**src/rtl/mat_row_sequencer_if.sv**
```systemverilog
// Bundle of the sequencer's job-control, RAM and compute-unit channels.
// The master modport is the sequencer side; slave is the environment side.
interface mat_row_sequencer_if #(
    parameter int unsigned DATA_LEN     = 32,
    parameter int unsigned N            = 8,
    parameter int unsigned ADDRESS_SIZE = 4
);
    localparam int unsigned ROW_W = DATA_LEN * N;

    logic                    i_start;
    logic [ADDRESS_SIZE-1:0] i_src_base;
    logic [ADDRESS_SIZE-1:0] i_dst_base;
    logic [ADDRESS_SIZE:0]   i_num_rows;
    logic                    o_busy;
    logic                    o_done;
    logic [ADDRESS_SIZE-1:0] o_mem_read_address;
    logic [ROW_W-1:0]        i_mem_read_data;
    logic [ADDRESS_SIZE-1:0] o_mem_write_address;
    logic [ROW_W-1:0]        o_mem_write_data;
    logic                    o_mem_wr_en;
    logic [ROW_W-1:0]        o_row_data;
    logic                    o_row_valid;
    logic                    i_row_ready;
    logic [ROW_W-1:0]        i_res_data;
    logic                    i_res_valid;
    logic                    o_res_ready;

    modport master (
        input  i_start, i_src_base, i_dst_base, i_num_rows,
        input  i_mem_read_data, i_row_ready, i_res_data, i_res_valid,
        output o_busy, o_done, o_mem_read_address, o_mem_write_address,
        output o_mem_write_data, o_mem_wr_en, o_row_data, o_row_valid, o_res_ready
    );

    modport slave (
        output i_start, i_src_base, i_dst_base, i_num_rows,
        output i_mem_read_data, i_row_ready, i_res_data, i_res_valid,
        input  o_busy, o_done, o_mem_read_address, o_mem_write_address,
        input  o_mem_write_data, o_mem_wr_en, o_row_data, o_row_valid, o_res_ready
    );
endinterface

```
**src/rtl/mat_row_sequencer.sv**
```systemverilog
// Walks a block of RAM rows through a row-wise compute unit and writes each
// result row back; sole owner of the RAM read and write ports.
module mat_row_sequencer #(
    parameter int unsigned DATA_LEN     = 32,
    parameter int unsigned N            = 8,
    parameter int unsigned ADDRESS_SIZE = 4
) (
    input  logic                i_clk,
    input  logic                i_rst_n,
    mat_row_sequencer_if.master bus
);
    localparam int unsigned AW    = ADDRESS_SIZE;
    localparam int unsigned IDX_W = ADDRESS_SIZE + 1;
    localparam int unsigned ROW_W = DATA_LEN * N;

    typedef enum logic [2:0] {
        S_IDLE, S_RD, S_WAIT, S_SEND, S_RES, S_WR, S_DONE
    } state_t;

    state_t           state_q, state_d;
    logic [IDX_W-1:0] idx_q, idx_d;
    logic [IDX_W-1:0] cnt_q, cnt_d;
    logic [AW-1:0]    src_q, src_d;
    logic [AW-1:0]    dst_q, dst_d;
    logic [AW-1:0]    rd_addr_q, rd_addr_d;
    logic [AW-1:0]    wr_addr_q, wr_addr_d;
    logic [ROW_W-1:0] wr_data_q, wr_data_d;
    logic             wr_en_q, wr_en_d;
    logic [ROW_W-1:0] row_data_q, row_data_d;
    logic             row_valid_q, row_valid_d;
    logic             res_ready_q, res_ready_d;
    logic             busy_q, busy_d;
    logic             done_q, done_d;

    // Next-state and next-output logic; strobes (wr_en, done) default low.
    always_comb begin
        state_d     = state_q;
        idx_d       = idx_q;
        cnt_d       = cnt_q;
        src_d       = src_q;
        dst_d       = dst_q;
        rd_addr_d   = rd_addr_q;
        wr_addr_d   = wr_addr_q;
        wr_data_d   = wr_data_q;
        wr_en_d     = 1'b0;
        row_data_d  = row_data_q;
        row_valid_d = row_valid_q;
        res_ready_d = res_ready_q;
        done_d      = 1'b0;

        unique case (state_q)
            S_IDLE: begin
                if (bus.i_start) begin
                    src_d = bus.i_src_base;
                    dst_d = bus.i_dst_base;
                    cnt_d = bus.i_num_rows;
                    idx_d = '0;
                    if (bus.i_num_rows == '0) begin
                        state_d = S_DONE;
                        done_d  = 1'b1;
                    end else begin
                        state_d   = S_RD;
                        rd_addr_d = bus.i_src_base;
                    end
                end
            end
            S_RD: state_d = S_WAIT;
            S_WAIT: begin
                row_data_d  = bus.i_mem_read_data;
                row_valid_d = 1'b1;
                state_d     = S_SEND;
            end
            S_SEND: begin
                if (bus.i_row_ready) begin
                    row_valid_d = 1'b0;
                    res_ready_d = 1'b1;
                    state_d     = S_RES;
                end
            end
            S_RES: begin
                if (bus.i_res_valid) begin
                    res_ready_d = 1'b0;
                    wr_data_d   = bus.i_res_data;
                    wr_addr_d   = AW'(dst_q + idx_q[AW-1:0]);
                    wr_en_d     = 1'b1;
                    state_d     = S_WR;
                end
            end
            S_WR: begin
                // The write lands at the end of this cycle, so the next read sees it.
                idx_d = idx_q + IDX_W'(1);
                if (idx_d == cnt_q) begin
                    state_d = S_DONE;
                    done_d  = 1'b1;
                end else begin
                    state_d   = S_RD;
                    rd_addr_d = AW'(src_q + idx_d[AW-1:0]);
                end
            end
            S_DONE: state_d = S_IDLE;
            default: state_d = S_IDLE;
        endcase

        busy_d = (state_d != S_IDLE);
    end

    // State and registered outputs.
    always_ff @(posedge i_clk or negedge i_rst_n) begin
        if (!i_rst_n) begin
            state_q     <= S_IDLE;
            idx_q       <= '0;
            cnt_q       <= '0;
            src_q       <= '0;
            dst_q       <= '0;
            rd_addr_q   <= '0;
            wr_addr_q   <= '0;
            wr_data_q   <= '0;
            wr_en_q     <= 1'b0;
            row_data_q  <= '0;
            row_valid_q <= 1'b0;
            res_ready_q <= 1'b0;
            busy_q      <= 1'b0;
            done_q      <= 1'b0;
        end else begin
            state_q     <= state_d;
            idx_q       <= idx_d;
            cnt_q       <= cnt_d;
            src_q       <= src_d;
            dst_q       <= dst_d;
            rd_addr_q   <= rd_addr_d;
            wr_addr_q   <= wr_addr_d;
            wr_data_q   <= wr_data_d;
            wr_en_q     <= wr_en_d;
            row_data_q  <= row_data_d;
            row_valid_q <= row_valid_d;
            res_ready_q <= res_ready_d;
            busy_q      <= busy_d;
            done_q      <= done_d;
        end
    end

    assign bus.o_busy              = busy_q;
    assign bus.o_done              = done_q;
    assign bus.o_mem_read_address  = rd_addr_q;
    assign bus.o_mem_write_address = wr_addr_q;
    assign bus.o_mem_write_data    = wr_data_q;
    assign bus.o_mem_wr_en         = wr_en_q;
    assign bus.o_row_data          = row_data_q;
    assign bus.o_row_valid         = row_valid_q;
    assign bus.o_res_ready         = res_ready_q;
endmodule

```
**src/flat_wrapper.sv**
```systemverilog
// flat-port wrapper written by rule: the top's interface ports become plain ports
module mat_row_sequencer_flat 
#(
    parameter int unsigned DATA_LEN     = 32,
    parameter int unsigned N            = 8,
    parameter int unsigned ADDRESS_SIZE = 4
)
  (i_clk, i_rst_n, bus_i_start, bus_i_src_base, bus_i_dst_base, bus_i_num_rows, bus_i_mem_read_data, bus_i_row_ready, bus_i_res_data, bus_i_res_valid, bus_o_busy, bus_o_done, bus_o_mem_read_address, bus_o_mem_write_address, bus_o_mem_write_data, bus_o_mem_wr_en, bus_o_row_data, bus_o_row_valid, bus_o_res_ready);
  mat_row_sequencer_if #(.DATA_LEN(DATA_LEN), .N(N), .ADDRESS_SIZE(ADDRESS_SIZE)) bus_i ();
  input  logic i_clk;
  input  logic i_rst_n;
  input wire logic [$bits(bus_i.i_start)-1:0] bus_i_start;
  input wire logic [$bits(bus_i.i_src_base)-1:0] bus_i_src_base;
  input wire logic [$bits(bus_i.i_dst_base)-1:0] bus_i_dst_base;
  input wire logic [$bits(bus_i.i_num_rows)-1:0] bus_i_num_rows;
  input wire logic [$bits(bus_i.i_mem_read_data)-1:0] bus_i_mem_read_data;
  input wire logic [$bits(bus_i.i_row_ready)-1:0] bus_i_row_ready;
  input wire logic [$bits(bus_i.i_res_data)-1:0] bus_i_res_data;
  input wire logic [$bits(bus_i.i_res_valid)-1:0] bus_i_res_valid;
  output wire logic [$bits(bus_i.o_busy)-1:0] bus_o_busy;
  output wire logic [$bits(bus_i.o_done)-1:0] bus_o_done;
  output wire logic [$bits(bus_i.o_mem_read_address)-1:0] bus_o_mem_read_address;
  output wire logic [$bits(bus_i.o_mem_write_address)-1:0] bus_o_mem_write_address;
  output wire logic [$bits(bus_i.o_mem_write_data)-1:0] bus_o_mem_write_data;
  output wire logic [$bits(bus_i.o_mem_wr_en)-1:0] bus_o_mem_wr_en;
  output wire logic [$bits(bus_i.o_row_data)-1:0] bus_o_row_data;
  output wire logic [$bits(bus_i.o_row_valid)-1:0] bus_o_row_valid;
  output wire logic [$bits(bus_i.o_res_ready)-1:0] bus_o_res_ready;
  assign bus_i.i_start = bus_i_start;
  assign bus_i.i_src_base = bus_i_src_base;
  assign bus_i.i_dst_base = bus_i_dst_base;
  assign bus_i.i_num_rows = bus_i_num_rows;
  assign bus_i.i_mem_read_data = bus_i_mem_read_data;
  assign bus_i.i_row_ready = bus_i_row_ready;
  assign bus_i.i_res_data = bus_i_res_data;
  assign bus_i.i_res_valid = bus_i_res_valid;
  assign bus_o_busy = bus_i.o_busy;
  assign bus_o_done = bus_i.o_done;
  assign bus_o_mem_read_address = bus_i.o_mem_read_address;
  assign bus_o_mem_write_address = bus_i.o_mem_write_address;
  assign bus_o_mem_write_data = bus_i.o_mem_write_data;
  assign bus_o_mem_wr_en = bus_i.o_mem_wr_en;
  assign bus_o_row_data = bus_i.o_row_data;
  assign bus_o_row_valid = bus_i.o_row_valid;
  assign bus_o_res_ready = bus_i.o_res_ready;
  mat_row_sequencer #(.DATA_LEN(DATA_LEN), .N(N), .ADDRESS_SIZE(ADDRESS_SIZE)) u_core (.i_clk(i_clk), .i_rst_n(i_rst_n), .bus(bus_i));
endmodule
```
**config.mk**
```make
export PLATFORM = sky130hd
export DESIGN_NAME = mat_row_sequencer_flat
export DESIGN_NICKNAME = d
export VERILOG_FILES = /design/src/rtl/mat_row_sequencer_if.sv /design/src/rtl/mat_row_sequencer.sv /design/src/flat_wrapper.sv
export SDC_FILE = /design/constraint.sdc
export NUM_CORES = 1
export LEC_CHECK = 0
export ABC_AREA = 0
export BUFFER_PORTS_ARGS = -buffer_cell sky130_fd_sc_hd__buf_4
export CORE_AREA = 4 4 412 414
export DETAILED_ROUTE_END_ITERATION = 8
export DIE_AREA = 0 0 416 418
export HOLD_SLACK_MARGIN = 0.08
export PLACE_DENSITY = 0.36
export SLEW_MARGIN = 5
export SYNTH_ARGS = -nofsm -noshare
export SYNTH_HDL_FRONTEND = slang
export SYNTH_SLANG_ARGS = --single-unit
export TNS_END_PERCENT = 30
```
**constraint.sdc**
```tcl
create_clock -name i_clk -period 2.1 [get_ports i_clk]
set_input_delay 0.315 -clock i_clk [delete_from_list [all_inputs] [get_ports i_clk]]
set_output_delay 0.315 -clock i_clk [all_outputs]
set_load 0.05 [all_outputs]
```
# Yosys cells after proc, flatten, opt, wreduce, memory -nomap -nowiden
# Index checks and enable logic that the tools add are counted.
[totals] reg_bits=546 latchBits=0 ram_bits=0 rom_bits=0 input_bits=530 output_inout_bits=525 word_cells=63 mem_count=0
[classes] add_sub_neg=3 multipliers=0 div=0 n_lt_le_gt_ge=0 n_eq_ne=11 n_shift=0 muxes=23 bitwise=0 reduce_logical=12
[op_table] operator="$pmux W3 S6" count=1
[op_table] operator="$mux W3" count=5
[op_table] operator="$mux W4" count=3
[op_table] operator="$ne A2 B2 Y1 const B" count=5
[op_table] operator="$pmux W5 S2" count=1
[op_table] operator="$add A4 B4 Y4" count=2
[op_table] operator="$mux W1" count=8
[op_table] operator="$pmux W4 S2" count=1
[op_table] operator="$reduce_and A2 Y1" count=4
[op_table] operator="$eq A3 B2 Y1 const B" count=2
[op_table] operator="$eq A3 B3 Y1 const B" count=2
[op_table] operator="$pmux W1 S2" count=3
[op_table] operator="$reduce_bool A2 Y1" count=3
[op_table] operator="$add A5 B1 Y5 const B" count=1
[op_table] operator="$eq A5 B5 Y1" count=1
[op_table] operator="$logic_not A5 Y1" count=1
[op_table] operator="$mux W5" count=1
[op_table] operator="$reduce_and A4 Y1" count=1
[op_table] operator="$eq A3 B1 Y1 const B" count=1
[op_table] operator="$logic_not A3 Y1" count=1
[op_table] operator="$reduce_and A3 Y1" count=1
[op_table] operator="$reduce_bool A3 Y1" count=1

# Depth between registers and ports, before layout
[depth] ltp_word=5 depth_mapped=8 depth_no_buf=8

# Worst setup path before layout
# No wires, ideal clock.
[synth_path] kind="reg2reg" from="register u_core.idx_q[0]" to="register u_core.rd_addr_q[3] (netlist: u_core.bus.o_mem_read_address[3])" setup_time_ps=94 arrival_time_ps=1864 required_time_ps=2006 path_slack_ps=142 path_stages_with_launch=9 path_buffers=0 synth_period_minus_slack_ps=1958 cell_sequence="dfrtp_1 ha_1 xnor2_1 inv_1 ha_1 a21oi_1 xor2_1 xnor2_1 a211oi_1"
[synth_via] elab_chain_cells=4 elab_cells_between_ends=7 cone_classes="add/sub: 2; eq/ne: 2; mux: 2; reduce/logical: 1"
[synth_rtl] item="start: declaration" line_no="mat_row_sequencer.sv:21" rtl="logic [IDX_W-1:0] idx_q, idx_d;"
[synth_rtl] item="start signal: assignment" line_no="mat_row_sequencer.sv:126" rtl="idx_q <= idx_d;"
[synth_rtl] item="$add A5 B1 Y5 *" line_no="mat_row_sequencer.sv:91" rtl="idx_d = idx_q + IDX_W'(1);"
[synth_rtl] item="$add A4 B4 Y4 or $eq A5 B5 Y1 (tied branches)" line_no="mat_row_sequencer.sv:97, mat_row_sequencer.sv:92"
[synth_rtl] item="$mux W4 or $ne A2 B2 Y1 (tied branches)"
[synth_rtl] item="$pmux W4 S2 or $reduce_and A4 Y1 (tied branches)"
[synth_rtl] item="end signal: assignment" line_no="mat_row_sequencer.sv:130" rtl="rd_addr_q <= rd_addr_d;"
[synth_rtl] item="end: declaration" line_no="mat_row_sequencer.sv:25" rtl="logic [AW-1:0] rd_addr_q, rd_addr_d;"
# Every way passes the cells marked *; elsewhere a longest branch is shown, timed or not. The select of a mux whose other input is x is not followed.
# A chain may end at the register's enable or synchronous reset.

# Worst setup path after layout
[layout_path] from="register u_core.idx_q[0]" to="register u_core.state_q[1]"
[layout_via] elab_chain_cells=4
[layout_rtl] item="$add A5 B1 Y5" line_no="mat_row_sequencer.sv:91"
[layout_rtl] item="$eq A5 B5 Y1" line_no="mat_row_sequencer.sv:92" rtl="if (idx_d == cnt_q) begin"
[layout_rtl] item="$mux W3" line_no="mat_row_sequencer.sv:92"
[layout_rtl] item="$pmux W3 S6" line_no="mat_row_sequencer.sv:51" rtl="unique case (state_q)"
[layout_rtl] item="via u_core.state_d[1]" line_no="mat_row_sequencer.sv:20" rtl="state_t state_q, state_d;"
[layout_rtl] item="end signal: assignment" line_no="mat_row_sequencer.sv:125" rtl="state_q <= state_d;"
[layout_rtl] item="end: declaration" line_no="mat_row_sequencer.sv:20"
# The timed path passes the listed nets, and every way through them passes these cells.

==> impl_metrics.env <==
export IMPL_setup_violations_final=0
export IMPL_gp_congestion=0.794
export IMPL_die_w_um=416
export IMPL_gr_total_overflow=0
export IMPL_hold_path_class="in2async"
export IMPL_area_growth_syn_to_layout_pct=92.6
export IMPL_multiInputGateArea_mm2=0.00664
export IMPL_slowest_delay_ns=0.41
export IMPL_crit_arrival_ns=2.56
export IMPL_dieArea_mm2=0.174
export IMPL_initialDrtViolationCount=784
export IMPL_powerDensity_mw_per_mm2=1750
export IMPL_track_usage_pct=11.2
export IMPL_layout_cells_non_filler=5703
export IMPL_critPathBufInv=2
export IMPL_drive_gt1_share_pct=43.8
export IMPL_hpwl_mm=77.1
export IMPL_timing_max_cap_violations=0
export IMPL_post_place_cells=5038
export IMPL_design_area_mm2=0.0398
export IMPL_dp_slack_ns=0.0834
export IMPL_period_needed_ns=1.97
export IMPL_grt_pass1_wl_mm=144
export IMPL_avgRoutedWirePerCell_um=17.7
export IMPL_startpoint_type="flop"
export IMPL_critPathMaxFanout=6
export IMPL_cts_tree="built"
export IMPL_synth_edf_count=0
export IMPL_status="complete, no violations"
export IMPL_portBuffers=1054
export IMPL_ys_async_sr_fraction_pct=100
export IMPL_clk_path_buf_depth=3
export IMPL_fmax_ghz=0.507
export IMPL_slew_violations=0
export IMPL_yosysUniqueCellTypes=35
export IMPL_slowest_stage="dfrtp_1"
export IMPL_cp_data_required_time_ns=2.69
export IMPL_leakage_nw=19.4
export IMPL_viasPerCell=3.34
export IMPL_initial_core_util_pct=12.4
export IMPL_ys_flop_type="dfrtp_1"
export IMPL_syn_nets=2323
export IMPL_rows=150
export IMPL_drt_antenna_violating_nets=0
export IMPL_htree_num_levels=3
export IMPL_die_h_um=418
export IMPL_tightest_slew_ns=0.643
export IMPL_skew_ns=0.0144
export IMPL_io_pins=1055
export IMPL_hold_viol_final=0
export IMPL_ys_seq_elements=546
export IMPL_ir_drop_mv=0.723
export IMPL_synth_cells=1784
export IMPL_path_cells="ha_4 > buf_4 > xor2_1 > nor2_1 > nand4_2 > buf_6 > a221o_1 > nand2_1"
export IMPL_drt_pass1_iterations=5
export IMPL_routed_wl_mm=101
export IMPL_cts_root_buf="clkbuf_16"
export IMPL_clkTransAtPathRegs_ns=0.06
export IMPL_grt_max_degree=77
export IMPL_path_class="reg2reg"
export IMPL_final_nets=3977
export IMPL_crit_family="simple AND/OR/NAND/NOR gates"
export IMPL_yosysWarnings=0
export IMPL_core_area_mm2=0.166
export IMPL_layout_common_cells="buf_4, nand2_1, dfrtp_1"
export IMPL_whs_ns=0.293
export IMPL_clock_sink_count=546
export IMPL_relSlewSlack_pct=57.1
export IMPL_syn_avg_cell_area_um2=11.6
export IMPL_seqCellArea_mm2=0.0137
export IMPL_nFillCells=18000
export IMPL_clock_latency_ns=0.65
export IMPL_yosysSeqAreaShare_pct=66.1
export IMPL_cp_end_kind="flop"
export IMPL_cts_setup_buffers=0
export IMPL_layout_commonest_cell="buf_4"
export IMPL_finalWorstSetupSlack_ns=0.128
export IMPL_grt_pass1_vias=20900
export IMPL_place_area_mm2=0.0320
export IMPL_antenna_found_initial=10
export IMPL_route_detailed_drc=0
export IMPL_fin_crit_sh_pct=93.9
export IMPL_syn_area_mm2=0.0207
export IMPL_cts_buffers=73
export IMPL_vias=19000
worst paths after layout:
| check | from | to | slack [ns] | depth (start not counted) |
|---|---|---|---|---|
| setup reg to reg | u_core.idx_q[0] | u_core.state_q[1] | 0.13 | 8 |
| min in group i_clk | bus_i_res_data[120] | u_core.bus.o_mem_write_data[120] | 0.39 | 4 |
| hold reg to reg | u_core.bus.o_mem_write_data[37] | u_core.bus.o_mem_write_data[37] | 0.47 | 2 |
| setup / recovery | u_core.idx_q[0] | u_core.state_q[1] | 0.13 | 8 |
| hold / removal | i_rst_n | u_core.bus.o_row_data[99] | 0.29 | 2 |
| max in group asynchronous | i_rst_n | u_core.bus.o_mem_write_data[54] | 0.98 | 4 |
registers in the layout, indices dropped and copies added (netlist names), 3 cells and up:
name and flops:
u_core.bus.o_mem_write_data 256, u_core.state_q 3, u_core.bus.o_row_data 256, u_core.bus.o_mem_write_address 4, u_core.idx_q 5, u_core.bus.o_mem_read_address 4, u_core.cnt_q 5, u_core.src_q 4
u_core.dst_q 4
kinds of logic (layout without fill, tap and decap cells):
logic type | count (synthesis) | in the layout | synth area share (%)
buffers and inverters | 101 | 1812 | 2.04
muxes | 267 | 267 | 14.5
DFF | 546 | 546 | 66.1
xor gates and xnor gates | 15 | 15 | 0.702
AOI/OAI and AO/OA | 33 | 33 | 1.08
adders and majority gates | 9 | 9 | 0.617
other | 0 | 4 | 0
and+or+nand+nor | 813 | 813 | 15.0
cell usage after synthesis (all sizes together) (2+ instances only):
library cell / n / area [um2]
nand2: 789 / 2960
dfrtp: 546 / 13700
mux2: 267 / 3010
clkbuf: 57 / 214
buf: 34 / 170
o21ai: 15 / 75.1
xnor2: 10 / 87.6
inv: 9 / 33.8
nor2: 8 / 30.0
and3: 7 / 43.8
ha: 7 / 87.6
a21oi: 4 / 23.8
nand3: 4 / 20.0
xor2: 4 / 35.0
a211o: 3 / 26.3
a21o: 3 / 22.5
fa: 2 / 40.0
o211ai: 2 / 20.0
through the flow:
| step | power [mW] | setup TNS [ns] | utilization, % |
|---|---|---|---|
| after floorplan | 42.6 | 0 | - |
| after global placement | 56.7 | 0 | 19.3 |
| after detailed placement | 56.7 | 0 | 19.3 |
| after CTS | 71.1 | 0 | 23.9 |
| after global routing | 73.3 | -0.00261 | 23.9 |
| final | 69.8 | 0 | 24.0 |
routing by layer:
| metal | wire length [um] | global-route usage [%] | part of all wire, % | vias up |
|---|---|---|---|---|
| met3 | 6140 | 3.05 | 6.1 | 158 |
| li1 | - | - | - | 9046 |
| met2 | 53100 | 20.3 | 53 | 619 |
| met5 | 0 | 0 | 0 | - |
| met4 | 3590 | 4.70 | 3.6 | 0 |
| met1 | 38100 | 12.2 | 38 | 9218 |
layout make-up:
type | instances | area share [%]
Clock buffer | 108 | 5.40
Sequential cell | 546 | 34.3
Clock inverter | 24 | 0.763
Antenna cell | 4 | 0.0251
Inverter | 10 | 0.113
Timing Repair Buffer | 1670 | 35.8
Tap cell | 2204 | 6.92
Multi-Input combinational cell | 1137 | 16.7
where the power goes:
part           leakage, nW  switching [mW]  total [mW]  internal, mW
sequential            6.74            2.95        18.5          15.5
clock                 1.21            5.21        12.9          7.74
combinational         11.4            25.5        38.4          12.9
what timing repair did:
action | CTS | global route
hold endpoints to repair | 719 | 0
setup endpoints to repair | 0 | 4
hold buffers | 529 | 0
resized for setup | 0 | 3
Power figures use the tool's default switching activity.
